<file path="config.mk">
export PLATFORM = sky130hd
export DESIGN_NAME = disp_scan_mux
export DESIGN_NICKNAME = d
export VERILOG_FILES = /design/src/rtl/disp_scan_mux.sv
export SDC_FILE = /design/constraint.sdc
export NUM_CORES = 1
export LEC_CHECK = 0
export BUFFER_PORTS_ARGS = -buffer_cell sky130_fd_sc_hd__buf_4
export CORE_MARGIN = 2
export CORE_UTILIZATION = 50
export DETAILED_ROUTE_END_ITERATION = 8
export GPL_TIMING_DRIVEN = 1
export PLACE_DENSITY_LB_ADDON = 0.15
export SLEW_MARGIN = 20
export SYNTH_ARGS = -nofsm -noshare
export SYNTH_HDL_FRONTEND = slang
export SYNTH_SLANG_ARGS = --single-unit
</file>
<file path="constraint.sdc">
create_clock -name clock -period 5 [get_ports clock]
set_input_delay 0 -clock clock [delete_from_list [all_inputs] [get_ports clock]]
set_output_delay 0 -clock clock [all_outputs]
set_load 0.05 [all_outputs]
</file>
<file path="src/rtl/disp_scan_mux.sv">
// Multi-slot hex display scanner driving a time-multiplexed seven-segment bus.
// Optional auto paging through valid slots: define DISP_SCAN_AUTO_PAGE_EN.
module disp_scan_mux #(
  parameter int unsigned VAL_W     = 16,
  parameter int unsigned NUM_SLOTS = 8,
  parameter int unsigned SCAN_DIV  = 16,
  parameter int unsigned PAGE_DIV  = 4,
  localparam int unsigned SLOT_W   = (NUM_SLOTS > 1) ? $clog2(NUM_SLOTS) : 1,
  localparam int unsigned ND       = 2 * (VAL_W / 4)
) (
  input  logic              clock,
  input  logic              reset,
  input  logic              wr_en,
  input  logic [SLOT_W-1:0] wr_slot,
  input  logic              wr_half,
  input  logic [VAL_W-1:0]  wr_data,
  input  logic              clr,
  input  logic [SLOT_W-1:0] view_slot,
  output logic [7:0]        seg,
  output logic [ND-1:0]     seg_sel,
  output logic              frame_done,
  output logic [SLOT_W-1:0] cur_slot
);

  localparam int unsigned DPH   = VAL_W / 4;
  localparam int unsigned DIV_W = $clog2(SCAN_DIV);
  localparam int unsigned DIG_W = $clog2(ND);
  localparam logic [SLOT_W:0] SLOTS_L = (SLOT_W + 1)'(NUM_SLOTS);

  if ((VAL_W % 4) != 0 || VAL_W < 4 || NUM_SLOTS < 1 || SCAN_DIV < 2 || PAGE_DIV < 1)
  begin : g_bad_params
    $error("disp_scan_mux: illegal parameter combination");
  end

  logic [DIV_W-1:0]             div_q, div_d;
  logic [DIG_W-1:0]             dig_q, dig_d;
  logic [SLOT_W-1:0]            cur_slot_q, cur_slot_d;
  logic [7:0]                   seg_q, seg_d;
  logic [ND-1:0]                seg_sel_q, seg_sel_d;
  logic                         frame_done_q, frame_done_d;
  logic [NUM_SLOTS-1:0][1:0]    valid_q;
  logic [VAL_W-1:0]             data_q [NUM_SLOTS][2];
  logic                         wr_ok;

  function automatic logic [6:0] hex7(input logic [3:0] n);
    logic [6:0] p;
    unique case (n)
      4'h0: p = 7'h3F;  4'h1: p = 7'h06;  4'h2: p = 7'h5B;  4'h3: p = 7'h4F;
      4'h4: p = 7'h66;  4'h5: p = 7'h6D;  4'h6: p = 7'h7D;  4'h7: p = 7'h07;
      4'h8: p = 7'h7F;  4'h9: p = 7'h6F;  4'hA: p = 7'h77;  4'hB: p = 7'h7C;
      4'hC: p = 7'h39;  4'hD: p = 7'h5E;  4'hE: p = 7'h79;  4'hF: p = 7'h71;
    endcase
    return p;
  endfunction

  assign wr_ok = ({1'b0, wr_slot} < SLOTS_L);

  always_comb begin
    div_d = div_q;
    dig_d = dig_q;
    if (div_q == DIV_W'(SCAN_DIV - 1)) begin
      div_d = '0;
      dig_d = (dig_q == DIG_W'(ND - 1)) ? '0 : dig_q + 1'b1;
    end else begin
      div_d = div_q + 1'b1;
    end
    frame_done_d = (div_d == DIV_W'(SCAN_DIV - 1)) && (dig_d == DIG_W'(ND - 1));
  end

`ifdef DISP_SCAN_AUTO_PAGE_EN
  localparam int unsigned PAGE_W = (PAGE_DIV > 1) ? $clog2(PAGE_DIV) : 1;
  logic [PAGE_W-1:0] page_q, page_d;

  // Round-robin search for the next slot with any valid half; falls back to the current slot.
  always_comb begin
    logic              found;
    logic [SLOT_W-1:0] cand;
    found      = 1'b0;
    cand       = '0;
    page_d     = page_q;
    cur_slot_d = cur_slot_q;
    if (frame_done_q) begin
      if (page_q == PAGE_W'(PAGE_DIV - 1)) begin
        page_d = '0;
        for (int unsigned i = 1; i <= NUM_SLOTS; i++) begin
          cand = SLOT_W'((32'(cur_slot_q) + i) % NUM_SLOTS);
          if (!found && |valid_q[cand]) begin
            cur_slot_d = cand;
            found      = 1'b1;
          end
        end
      end else begin
        page_d = page_q + 1'b1;
      end
    end
  end

  always_ff @(posedge clock) begin
    if (reset) page_q <= '0;
    else       page_q <= page_d;
  end
`else
  assign cur_slot_d = frame_done_q ? view_slot : cur_slot_q;
`endif

  // Outputs are built from next-state counters so they line up with the divider phase.
  always_comb begin
    logic             half, slot_ok, vis;
    logic [DIG_W-1:0] sub;
    logic [VAL_W-1:0] word;
    int               shamt;
    half      = (dig_d >= DIG_W'(DPH));
    sub       = half ? dig_d - DIG_W'(DPH) : dig_d;
    slot_ok   = ({1'b0, cur_slot_d} < SLOTS_L);
    word      = '0;
    vis       = 1'b0;
    if (slot_ok) begin
      word = data_q[cur_slot_d][half];
      vis  = valid_q[cur_slot_d][half];
    end
    shamt     = 4 * (int'(DPH) - 1 - int'(sub));
    word      = word >> shamt;
    seg_d     = '0;
    seg_sel_d = '0;
    if (div_d != '0) begin
      seg_sel_d = ND'(1) << dig_d;
      if (vis) seg_d = {1'b0, hex7(word[3:0])};
    end
  end

  always_ff @(posedge clock) begin
    if (reset) begin
      div_q        <= '0;
      dig_q        <= '0;
      cur_slot_q   <= '0;
      seg_q        <= '0;
      seg_sel_q    <= '0;
      frame_done_q <= 1'b0;
      valid_q      <= '0;
    end else begin
      div_q        <= div_d;
      dig_q        <= dig_d;
      cur_slot_q   <= cur_slot_d;
      seg_q        <= seg_d;
      seg_sel_q    <= seg_sel_d;
      frame_done_q <= frame_done_d;
      if (clr) begin
        valid_q <= '0;
      end else if (wr_en && wr_ok) begin
        valid_q[wr_slot][wr_half] <= 1'b1;
      end
    end
  end

  // Stored values survive reset; only the valid flags are cleared.
  always_ff @(posedge clock) begin
    if (!reset && wr_en && wr_ok) data_q[wr_slot][wr_half] <= wr_data;
  end

  assign seg        = seg_q;
  assign seg_sel    = seg_sel_q;
  assign frame_done = frame_done_q;
  assign cur_slot   = cur_slot_q;

endmodule

</file>
==> out/qor_table.md, run 1 <==
| Step | Parameter | Value |
|:---|:---|:---|
| global route | Pin count of the biggest net entering global routing | 47 |
| critical path | Max FO, Critical Path | 23 |
| sta | Portion of the clock cycle consumed by the worst path in the final layout | 0.849 |
| clock network | CTS Root Buffer Type | sky130_fd_sc_hd__clkbuf_16 |
| floorplan | Initial standard-cell utilization of the core | 0.505 |
| place | Instance area after placement | 0.0134 sq mm |
| clock network | CTS HTree Levels | 1 |
| place | DP Worst Slack | 0.738 ns |
| sta | Min Clock Period, post-route | 4.25 ns |
| status | Result of the run | finished clean |
| place | Routability cong. | 0.921 |
| sta | Max-slew violation count | 0 |
| pwr | Pwr dens | 343 mW/mm^2 |
| clock network | Clock-pin slew of the registers on the worst-case setup and hold paths | 0.06 ns |
| pwr | Leakage power | 4.90 nW |
| clock network | Deepest clock path buffer count | 3 |
| place | Final HPWL from detailed placement | 20.1 mm |
| logic synthesis | Largest area contributor in the synthesized netlist | sky130_fd_sc_hd__edfxtp_1 |
| clock network | CTS tree | built |
| min path | Worst hold stages | 3 |
| critical path | R2r endpoint | seg[0] |
| sta | Worst setup slack after layout | 0.755 ns |
| min path | Path type of the worst min-delay path | input port to flop |
| detailed routing | Starting DRC count in detailed routing | 818 |
| detailed routing | Total DRC errors in the routed layout | 0 |
| logic synthesis | Most numerous cell in the Yosys netlist | sky130_fd_sc_hd__edfxtp_1 |
| logic synthesis | Predominant post-synthesis flop cell | sky130_fd_sc_hd__edfxtp_1 |
| detailed routing | Via Count | 8095 |
| critical path | Worst Reg-to-Reg Cells | 12 |
| sta | Number of failing hold endpoints at the final stage | 0 |
| floorplan | Number of placement rows | 58 |
| logic synthesis | Number of synthesis warnings | 0 |
| logic synthesis | Area contributors post-synth | sky130_fd_sc_hd__edfxtp_1 (61%), sky130_fd_sc_hd__dfxtp_1 (6.6%), sky130_fd_sc_hd__mux4_2 (6.4%) |
| critical path | Critical path launch point | frame_done |
| layout | Final net count | 983 |
| sta | Post-Route Skew | 0.0121 ns |
| layout | Share of layout cells above drive strength 1 | 0.203 |
| floorplan | Core Area | 0.0250 sq mm |
| place | Placed cells | 1213 |
| clock network | Clk sinks | 298 |
| logic synthesis | Top-area cell type share of the netlist area | 0.608 |
| critical path | Kind of start point of the critical path | flop |
| logic synthesis | Commonest cells in the netlist | sky130_fd_sc_hd__edfxtp_1 (256), sky130_fd_sc_hd__nor2_1 (87), sky130_fd_sc_hd__nand2_1 (59), sky130_fd_sc_hd__dfxtp_1 (42), sky130_fd_sc_hd__mux4_2 (36) |
| floorplan | Vertical extent of the die | 163 um |
| layout | Diode insertion count for antenna repair | 0 |
| detailed routing | Routed length per placed instance | 25.5 um |
| logic synthesis | Area of the mapped netlist | 0.0126 sq mm |
| layout | Area growth from synthesis to layout | 15.8% |
| detailed routing | Number of vias per cell | 6.24 |
| critical path | Data arrival time of the critical path | 4.69 ns |
| logic synthesis | Yosys cell types | 85 |
| critical path | Destination of the critical timing path | seg[0] |
| sta | Total setup violations reported at the end of the flow | 0 |
| sta | Setup repair after global routing missed its margin | no |
| critical path | Startpoint of the worst register-to-register path | frame_done |
| sta | Transition time at the pin with the least slew margin | 0.925 ns |
| floorplan | Die area | 0.0266 sq mm |
| global route | Overall Global Routing Usage | 0.254 |
| logic synthesis | Post-synth ARST share | 0 |
| logic synthesis | Sequential cell area fraction in the yosys report | 0.674 |
| logic synthesis | Synthesized area per cell | 14.8 sq um |
| critical path | Data required time at the worst endpoint | 5.44 ns |
| sta | Max_slew headroom | 0.380 |
| pwr | Worst ir drop on vdd | 0.211 mV |
| layout | Non-filler cells, final | 1297 |
| global route | Initial antenna violation count | 0 |
| logic synthesis | Count of state elements after synthesis | 298 |
| run | Reported max-cap violation count | 0 |
| logic synthesis | Number of nets in the synthesized netlist | 893 |
| floorplan | I/O Pins | 47 |
| global route | Global route overflow | 0 |
| detailed routing | Remaining antenna violation count after routing | 0 |
| layout | Final Instance Area | 0.0146 sq mm |
| place | Number of buffers inserted by port buffering | 45 |
| clock network | Worst skew pair latency | 0.56 ns |
| logic synthesis | Number of cells produced by synthesis | 855 |
| clock network | Num CTS Buffers | 30 |
| critical path | Reg2Reg Setup Slack | 0.75 ns |
| critical path | Endpoint type of the worst setup path | flop |
| detailed routing | Detailed-route wire length | 33.0 mm |
| logic synthesis | Number of enable-type register cells in the synthesized netlist | 256 |
| sta | Setup TNS | 0 ns |
| global route | First-pass GRT wire length | 49.9 mm |
| floorplan | Die span in x | 163 um |
| global route | Via count of the first global-routing pass | 8143 |
| sta | Top achievable clock speed | 236 MHz |
| detailed routing | First-pass detailed-route iteration total | 5 |
| critical path | Type of the worst setup path | flop to flop |
==> kinds of logic (layout without fill, tap and decap cells) <==
logic type / count (synthesis) / after routing / synth area share
xor gates and xnor gates: 1 / 1 / 0.000693
muxes: 61 / 61 / 0.0858
DFF: 298 / 298 / 0.674
buffers and inverters: 61 / 173 / 0.0256
and+or+nand+nor: 226 / 226 / 0.0855
AOI/OAI and AO/OA: 196 / 196 / 0.117
other: 1 / 1 / 0.000297
adders and majority gates: 11 / 11 / 0.0109
==> metrics by stage <==
step                 util  power (mW)  hold WS (ns)
global route        0.585        5.15         0.112
finish              0.585        5.02        0.0911
floorplan               -        2.84        0.0766
CTS                 0.585        5.05        0.0680
detailed placement  0.535        2.91         0.301
global placement    0.535        2.90         0.286
==> layout by cell type, fill, tap and decap left out, types with 4 or more instances in the layout <==
master	instances
sky130_fd_sc_hd__edfxtp_1	256
sky130_fd_sc_hd__buf_4	76
sky130_fd_sc_hd__nor2_1	75
sky130_fd_sc_hd__nand2_1	59
sky130_fd_sc_hd__dfxtp_1	42
sky130_fd_sc_hd__mux4_2	36
sky130_fd_sc_hd__a21oi_1	35
sky130_fd_sc_hd__clkbuf_16	31
sky130_fd_sc_hd__dlygate4sd3_1	30
sky130_fd_sc_hd__a211oi_1	21
sky130_fd_sc_hd__mux2i_1	20
sky130_fd_sc_hd__o21ai_0	15
sky130_fd_sc_hd__nor2_2	13
sky130_fd_sc_hd__a2bb2oi_1	13
sky130_fd_sc_hd__nand3_1	13
sky130_fd_sc_hd__a22oi_1	13
sky130_fd_sc_hd__nor2b_1	12
sky130_fd_sc_hd__o211ai_1	12
sky130_fd_sc_hd__a31oi_1	12
sky130_fd_sc_hd__inv_1	11
sky130_fd_sc_hd__ha_1	11
sky130_fd_sc_hd__nor3_1	8
sky130_fd_sc_hd__o2bb2ai_1	7
sky130_fd_sc_hd__clkinv_1	7
sky130_fd_sc_hd__o22ai_1	6
sky130_fd_sc_hd__nand2b_1	6
sky130_fd_sc_hd__and3_1	5
sky130_fd_sc_hd__a32o_1	5
sky130_fd_sc_hd__a22o_1	5
sky130_fd_sc_hd__clkinv_2	5
sky130_fd_sc_hd__nor3_2	4
sky130_fd_sc_hd__a21o_1	4
sky130_fd_sc_hd__and2_1	4
sky130_fd_sc_hd__a32oi_1	4
sky130_fd_sc_hd__a311oi_1	4
sky130_fd_sc_hd__clkbuf_1	4
==> repair_timing <==
action,in CTS,in global routing
resized for setup,0,0
hold endpoints to repair,289,0
setup endpoints to repair,0,0
setup buffers,0,0
hold buffers,30,0
==> report_power, final <==
| part | switching [mW] | internal, mW | total (mW) |
|---|---|---|---|
| clock network | 0.918 | 1.23 | 2.14 |
| registers | 0.0106 | 2.73 | 2.74 |
| logic | 0.0890 | 0.0482 | 0.137 |
| total | 1.02 | 4.00 | 5.02 |
==> final cells by class <==
| type | count | area [sq um] |
|---|---|---|
| Fill cell | 1949 | 10400 |
| Sequential cell | 298 | 8530 |
| Multi-Input combinational cell | 496 | 3840 |
| Timing Repair Buffer | 106 | 871 |
| Clock buffer | 35 | 791 |
| Tap cell | 330 | 413 |
| Clock inverter | 19 | 149 |
| Inverter | 13 | 48.8 |
==> routing by layer <==
metal,vias to the layer above,GRT usage,wire (um)
met5,-,0,0
met4,0,0.0929,1250
met1,4080,0.340,13200
met3,80,0.0422,2570
met2,367,0.423,16000
li1,3568,-,-
==> flip-flops by register name, indices dropped and copies added (netlist names) <==
register	flops
valid_q	16
seg	7
frame_done	1
data_q	256
cur_slot	3
seg_sel	8
dig_q	3
div_q	4
==> worst max-delay path: stages (launching register included) <==
cell,delay [ns]
sky130_fd_sc_hd__dfxtp_1,0.73
sky130_fd_sc_hd__buf_4,0.42
sky130_fd_sc_hd__nor2b_1,0.13
sky130_fd_sc_hd__a21oi_1,0.57
sky130_fd_sc_hd__buf_4,0.33
sky130_fd_sc_hd__mux2i_1,0.21
sky130_fd_sc_hd__o22ai_1,0.08
sky130_fd_sc_hd__nor2_1,0.44
sky130_fd_sc_hd__inv_1,0.20
sky130_fd_sc_hd__ha_1,0.31
sky130_fd_sc_hd__o41ai_1,0.13
sky130_fd_sc_hd__mux2i_1,0.21
sky130_fd_sc_hd__a2111oi_2,0.36
==> worst min path at each step <==
stage	from	end	slack, ns
after floorplan	reset	div_q[3]	0.08
after global placement	wr_data[5]	data_q[2][21]	0.29
after detailed placement	wr_data[11]	data_q[3][11]	0.30
after CTS	view_slot[0]	cur_slot[0]	0.07
after global routing	view_slot[0]	cur_slot[0]	0.11
final	view_slot[0]	cur_slot[0]	0.09
No activity file was read; power rests on OpenSTA's default activity.
==> inputs of run 2 (changes only) <==
Settings changed: ABC_AREA set to 1.
Clock period 5 ns to 4.3 ns, I/O delays scaled along.
==> out/qor_table.md, run 2 <==
| Step | Parameter | Value | vs previous |
|:---|:---|:---|:---|
| sta | Number of failing hold endpoints at the final stage | 0 | unchanged |
| critical path | Type of the worst setup path | flop to flop | unchanged |
| detailed routing | Routed wl met3 | 1.72 mm | was 2.57 mm |
| place | Routability cong. | 0.770 | was 0.921 |
| layout | Final net count | 1237 | was 983 |
| clock network | CTS Root Buffer Type | sky130_fd_sc_hd__clkbuf_16 | unchanged |
| place | Number of buffers inserted by port buffering | 45 | unchanged |
| floorplan | Number of placement rows | 57 | was 58 |
| logic synthesis | Number of cells produced by synthesis | 1119 | was 855 |
| sta | Top achievable clock speed | 289 MHz | was 236 MHz |
| global route | Global route overflow | 0 | unchanged |
| sta | Setup TNS | 0 ns | unchanged |
| detailed routing | Met2 layer wire length in the routed design | 14.3 mm | was 16.0 mm |
| global route | Pin count of the biggest net entering global routing | 127 | was 47 |
| layout | Leading cell type in the layout, fill and taps excluded | sky130_fd_sc_hd__nand2_1 | was sky130_fd_sc_hd__edfxtp_1 |
| sta | Total setup violations reported at the end of the flow | 0 | unchanged |
| sta | Max_slew headroom | 0.233 | was 0.380 |
| sta | Transition time at the pin with the least slew margin | 1.15 ns | was 0.925 ns |
| logic synthesis | Area of the mapped netlist | 0.0125 sq mm | was 0.0126 sq mm |
| floorplan | Vertical extent of the die | 162 um | was 163 um |
| logic synthesis | Post-synth ARST share | 0 | unchanged |
| layout | Highest-count cells in the layout ignoring fill and taps | sky130_fd_sc_hd__nand2_1 (307), sky130_fd_sc_hd__nand3_1 (260), sky130_fd_sc_hd__edfxtp_1 (256), sky130_fd_sc_hd__buf_4 (67), sky130_fd_sc_hd__inv_1 (46) | was sky130_fd_sc_hd__edfxtp_1 (256), sky130_fd_sc_hd__buf_4 (76), sky130_fd_sc_hd__nor2_1 (75), sky130_fd_sc_hd__nand2_1 (59), sky130_fd_sc_hd__dfxtp_1 (42) |
| sta | Portion of the clock cycle consumed by the worst path in the final layout | 0.805 | was 0.849 |
| critical path | Endpoint type of the worst setup path | flop | unchanged |
| logic synthesis | Count of state elements after synthesis | 298 | unchanged |
| clock network | Worst skew pair latency | 0.50 ns | was 0.56 ns |
| logic synthesis | Sequential cell area fraction in the yosys report | 0.683 | was 0.674 |
| critical path | Kind of start point of the critical path | flop | unchanged |
| global route | Overall Global Routing Usage | 0.234 | was 0.254 |
| logic synthesis | Area contributors post-synth | sky130_fd_sc_hd__edfxtp_1 (62%), sky130_fd_sc_hd__nand3_1 (10%), sky130_fd_sc_hd__nand2_1 (9.2%) | was sky130_fd_sc_hd__edfxtp_1 (61%), sky130_fd_sc_hd__dfxtp_1 (6.6%), sky130_fd_sc_hd__mux4_2 (6.4%) |
| floorplan | Initial standard-cell utilization of the core | 0.512 | was 0.505 |
| global route | Initial antenna violation count | 0 | unchanged |
| detailed routing | Remaining antenna violation count after routing | 0 | unchanged |
| clock network | CTS HTree Levels | 2 | was 1 |
| logic synthesis | Predominant post-synthesis flop cell | sky130_fd_sc_hd__edfxtp_1 | unchanged |
| sta | Worst setup slack after layout | 0.837 ns | was 0.755 ns |
| critical path | Data arrival time of the critical path | 3.87 ns | was 4.69 ns |
| detailed routing | First-pass detailed-route iteration total | 5 | unchanged |
| sta | Max-slew violation count | 0 | unchanged |
| detailed routing | Met1 layer wirelength in the final routing | 13.5 mm | was 13.2 mm |
| place | DP Worst Slack | 0.878 ns | was 0.738 ns |
| global route | First-pass GRT wire length | 46.3 mm | was 49.9 mm |
| pwr | Pwr dens | 421 mW/mm^2 | was 343 mW/mm^2 |
| floorplan | I/O Pins | 47 | unchanged |
| sta | Setup repair after global routing missed its margin | no | unchanged |
| logic synthesis | Yosys cell types | 34 | was 85 |
| layout | Area growth from synthesis to layout | 15.6% | was 15.8% |
| clock network | Clock-pin slew of the registers on the worst-case setup and hold paths | 0.05 ns | was 0.06 ns |
| detailed routing | Detailed-route wire length | 30.3 mm | was 33.0 mm |
| floorplan | Die span in x | 162 um | was 163 um |
| run | Reported max-cap violation count | 0 | unchanged |
| logic synthesis | Largest area contributor in the synthesized netlist | sky130_fd_sc_hd__edfxtp_1 | unchanged |
| logic synthesis | Most numerous cell in the Yosys netlist | sky130_fd_sc_hd__nand2_1 | was sky130_fd_sc_hd__edfxtp_1 |
| critical path | Data required time at the worst endpoint | 4.71 ns | was 5.44 ns |
| detailed routing | Via Count | 8440 | was 8095 |
| layout | Largest register by flop count | data_q | unchanged |
| detailed routing | Number of vias per cell | 5.47 | was 6.24 |
| status | Result of the run | finished clean | unchanged |
| logic synthesis | Top-area cell type share of the netlist area | 0.616 | was 0.608 |
| clock network | CTS tree | built | unchanged |
| detailed routing | Starting DRC count in detailed routing | 741 | was 818 |
| critical path | Max FO, Critical Path | 126 | was 23 |
| logic synthesis | Number of nets in the synthesized netlist | 1157 | was 893 |
| layout | Max FFs per register | 256 | unchanged |
| detailed routing | Routed length per placed instance | 19.6 um | was 25.5 um |
| clock network | Setup repair bufs after CTS | 0 | unchanged |
| place | Final HPWL from detailed placement | 15.6 mm | was 20.1 mm |
| logic synthesis | Number of synthesis warnings | 0 | unchanged |
| detailed routing | Topmost layer with routed signal wires | met4 | unchanged |
| clock network | Deepest clock path buffer count | 3 | unchanged |
| floorplan | Core Area | 0.0244 sq mm | was 0.0250 sq mm |
| pwr | Leakage power | 5.33 nW | was 4.90 nW |
| min path | Path type of the worst min-delay path | input port to flop | unchanged |
| clock network | Num CTS Buffers | 34 | was 30 |
| sta | Min Clock Period, post-route | 3.46 ns | was 4.25 ns |
| layout | Share of layout cells above drive strength 1 | 0.129 | was 0.203 |
| detailed routing | Total DRC errors in the routed layout | 0 | unchanged |
| floorplan | Die area | 0.0263 sq mm | was 0.0266 sq mm |
| pwr | Worst ir drop on vdd | 0.285 mV | was 0.211 mV |
| logic synthesis | Synthesized area per cell | 11.2 sq um | was 14.8 sq um |
| logic synthesis | Number of enable-type register cells in the synthesized netlist | 256 | unchanged |
| layout | Total of fill cells in the finished design | 2042 | was 1949 |
| global route | Via count of the first global-routing pass | 7898 | was 8143 |
| logic synthesis | Commonest cells in the netlist | sky130_fd_sc_hd__nand2_1 (307), sky130_fd_sc_hd__nand3_1 (260), sky130_fd_sc_hd__edfxtp_1 (256), sky130_fd_sc_hd__nor2_1 (54), sky130_fd_sc_hd__inv_1 (46) | was sky130_fd_sc_hd__edfxtp_1 (256), sky130_fd_sc_hd__nor2_1 (87), sky130_fd_sc_hd__nand2_1 (59), sky130_fd_sc_hd__dfxtp_1 (42), sky130_fd_sc_hd__mux4_2 (36) |
| clock network | Clk sinks | 298 | unchanged |
| sta | Post-Route Skew | 0.0200 ns | was 0.0121 ns |
| layout | Diode insertion count for antenna repair | 0 | unchanged |
==> run 2: changes by cell type after synthesis, sizes merged, moves of 13 or more <==
cell / change
a211oi: -21
inv: +39
nor2: -29
a2bb2oi: -13
mux2i: -22
a22oi: -14
nand2: +260
mux4: -36
buf: +15
nand3: +246
==> run 2: routing by layer <==
| metal | up-vias | global-route usage |
|---|---|---|
| li1 | 4039 | - |
| met1 | 4071 | 0.336 |
| met2 | 276 | 0.378 |
| met3 | 54 | 0.0314 |
| met4 | 0 | 0.0676 |
| met5 | - | 0 |
==> run 2: final cells by class <==
class	instances	area (sq um)	area share
multi-input cells	711	3380	0.234
flip-flops and latches	298	8530	0.591
clock buffers	43	906	0.0628
clock inverters	14	146	0.0101
repair buffers	101	863	0.0598
well taps	324	405	0.0281
inverters	53	204	0.0141
==> run 2: repair_timing <==
item                                   CTS  global route
resized for setup                        0             0
endpoints found under the hold margin  286             0
hold buffers                            32             0
==> run 2: report_power, final <==
part	switching, mW	internal (mW)
combinational	0.0944	0.0514
clock	1.09	1.67
sequential	0.00873	3.17
==> run 2: logic make-up after synthesis <==
group | synth area share
AO/OA/AOI/OAI | 0.0218
adder cells (fa/ha/maj) | 0.0110
buffers and inverters | 0.0508
flip-flops | 0.683
other | 0.000300
AND/OR/NAND/NOR | 0.233
==> run 2: path summary, 6_finish.rpt <==
| kind | startpoint | endpoint | slack [ns] | cells after the start |
|---|---|---|---|---|
| worst max-delay path | frame_done | seg[0] | 0.84 | 15 |
| worst min-delay path | view_slot[2] | cur_slot[2] | 0.25 | 5 |
| worst max register to register | frame_done | seg[0] | 0.84 | 15 |
| worst min register to register | valid_q[3] | valid_q[3] | 0.45 | 2 |
==> run 2: worst max-delay path, stage by stage (launching register included) <==
cell                      delay (ns)
sky130_fd_sc_hd__dfxtp_1        0.81
sky130_fd_sc_hd__nand2_8        0.22
sky130_fd_sc_hd__nand2_8        0.60
sky130_fd_sc_hd__nand2_1        0.13
sky130_fd_sc_hd__nand3_1        0.13
sky130_fd_sc_hd__nand3_1        0.08
sky130_fd_sc_hd__nand3_1        0.12
sky130_fd_sc_hd__nand2_1        0.07
sky130_fd_sc_hd__nand2_1        0.06
sky130_fd_sc_hd__nand2_1        0.07
sky130_fd_sc_hd__nor2_2         0.26
sky130_fd_sc_hd__inv_1          0.15
sky130_fd_sc_hd__ha_1           0.27
sky130_fd_sc_hd__nand2_1        0.10
sky130_fd_sc_hd__nand3_1        0.08
sky130_fd_sc_hd__a21oi_1        0.15
==> run 2: through the flow <==
stage	instance area, sq um	utilization	total power [mW]	cells	hold WS, ns
after floorplan	12500	-	3.29	1119	0.0989
after global placement	13100	0.535	3.36	1455	0.292
final	14400	0.592	6.08	1544	0.255
after detailed placement	13100	0.536	3.37	1455	0.295
after CTS	14400	0.592	6.12	1544	0.240
after global routing	14400	0.592	6.24	1544	0.268
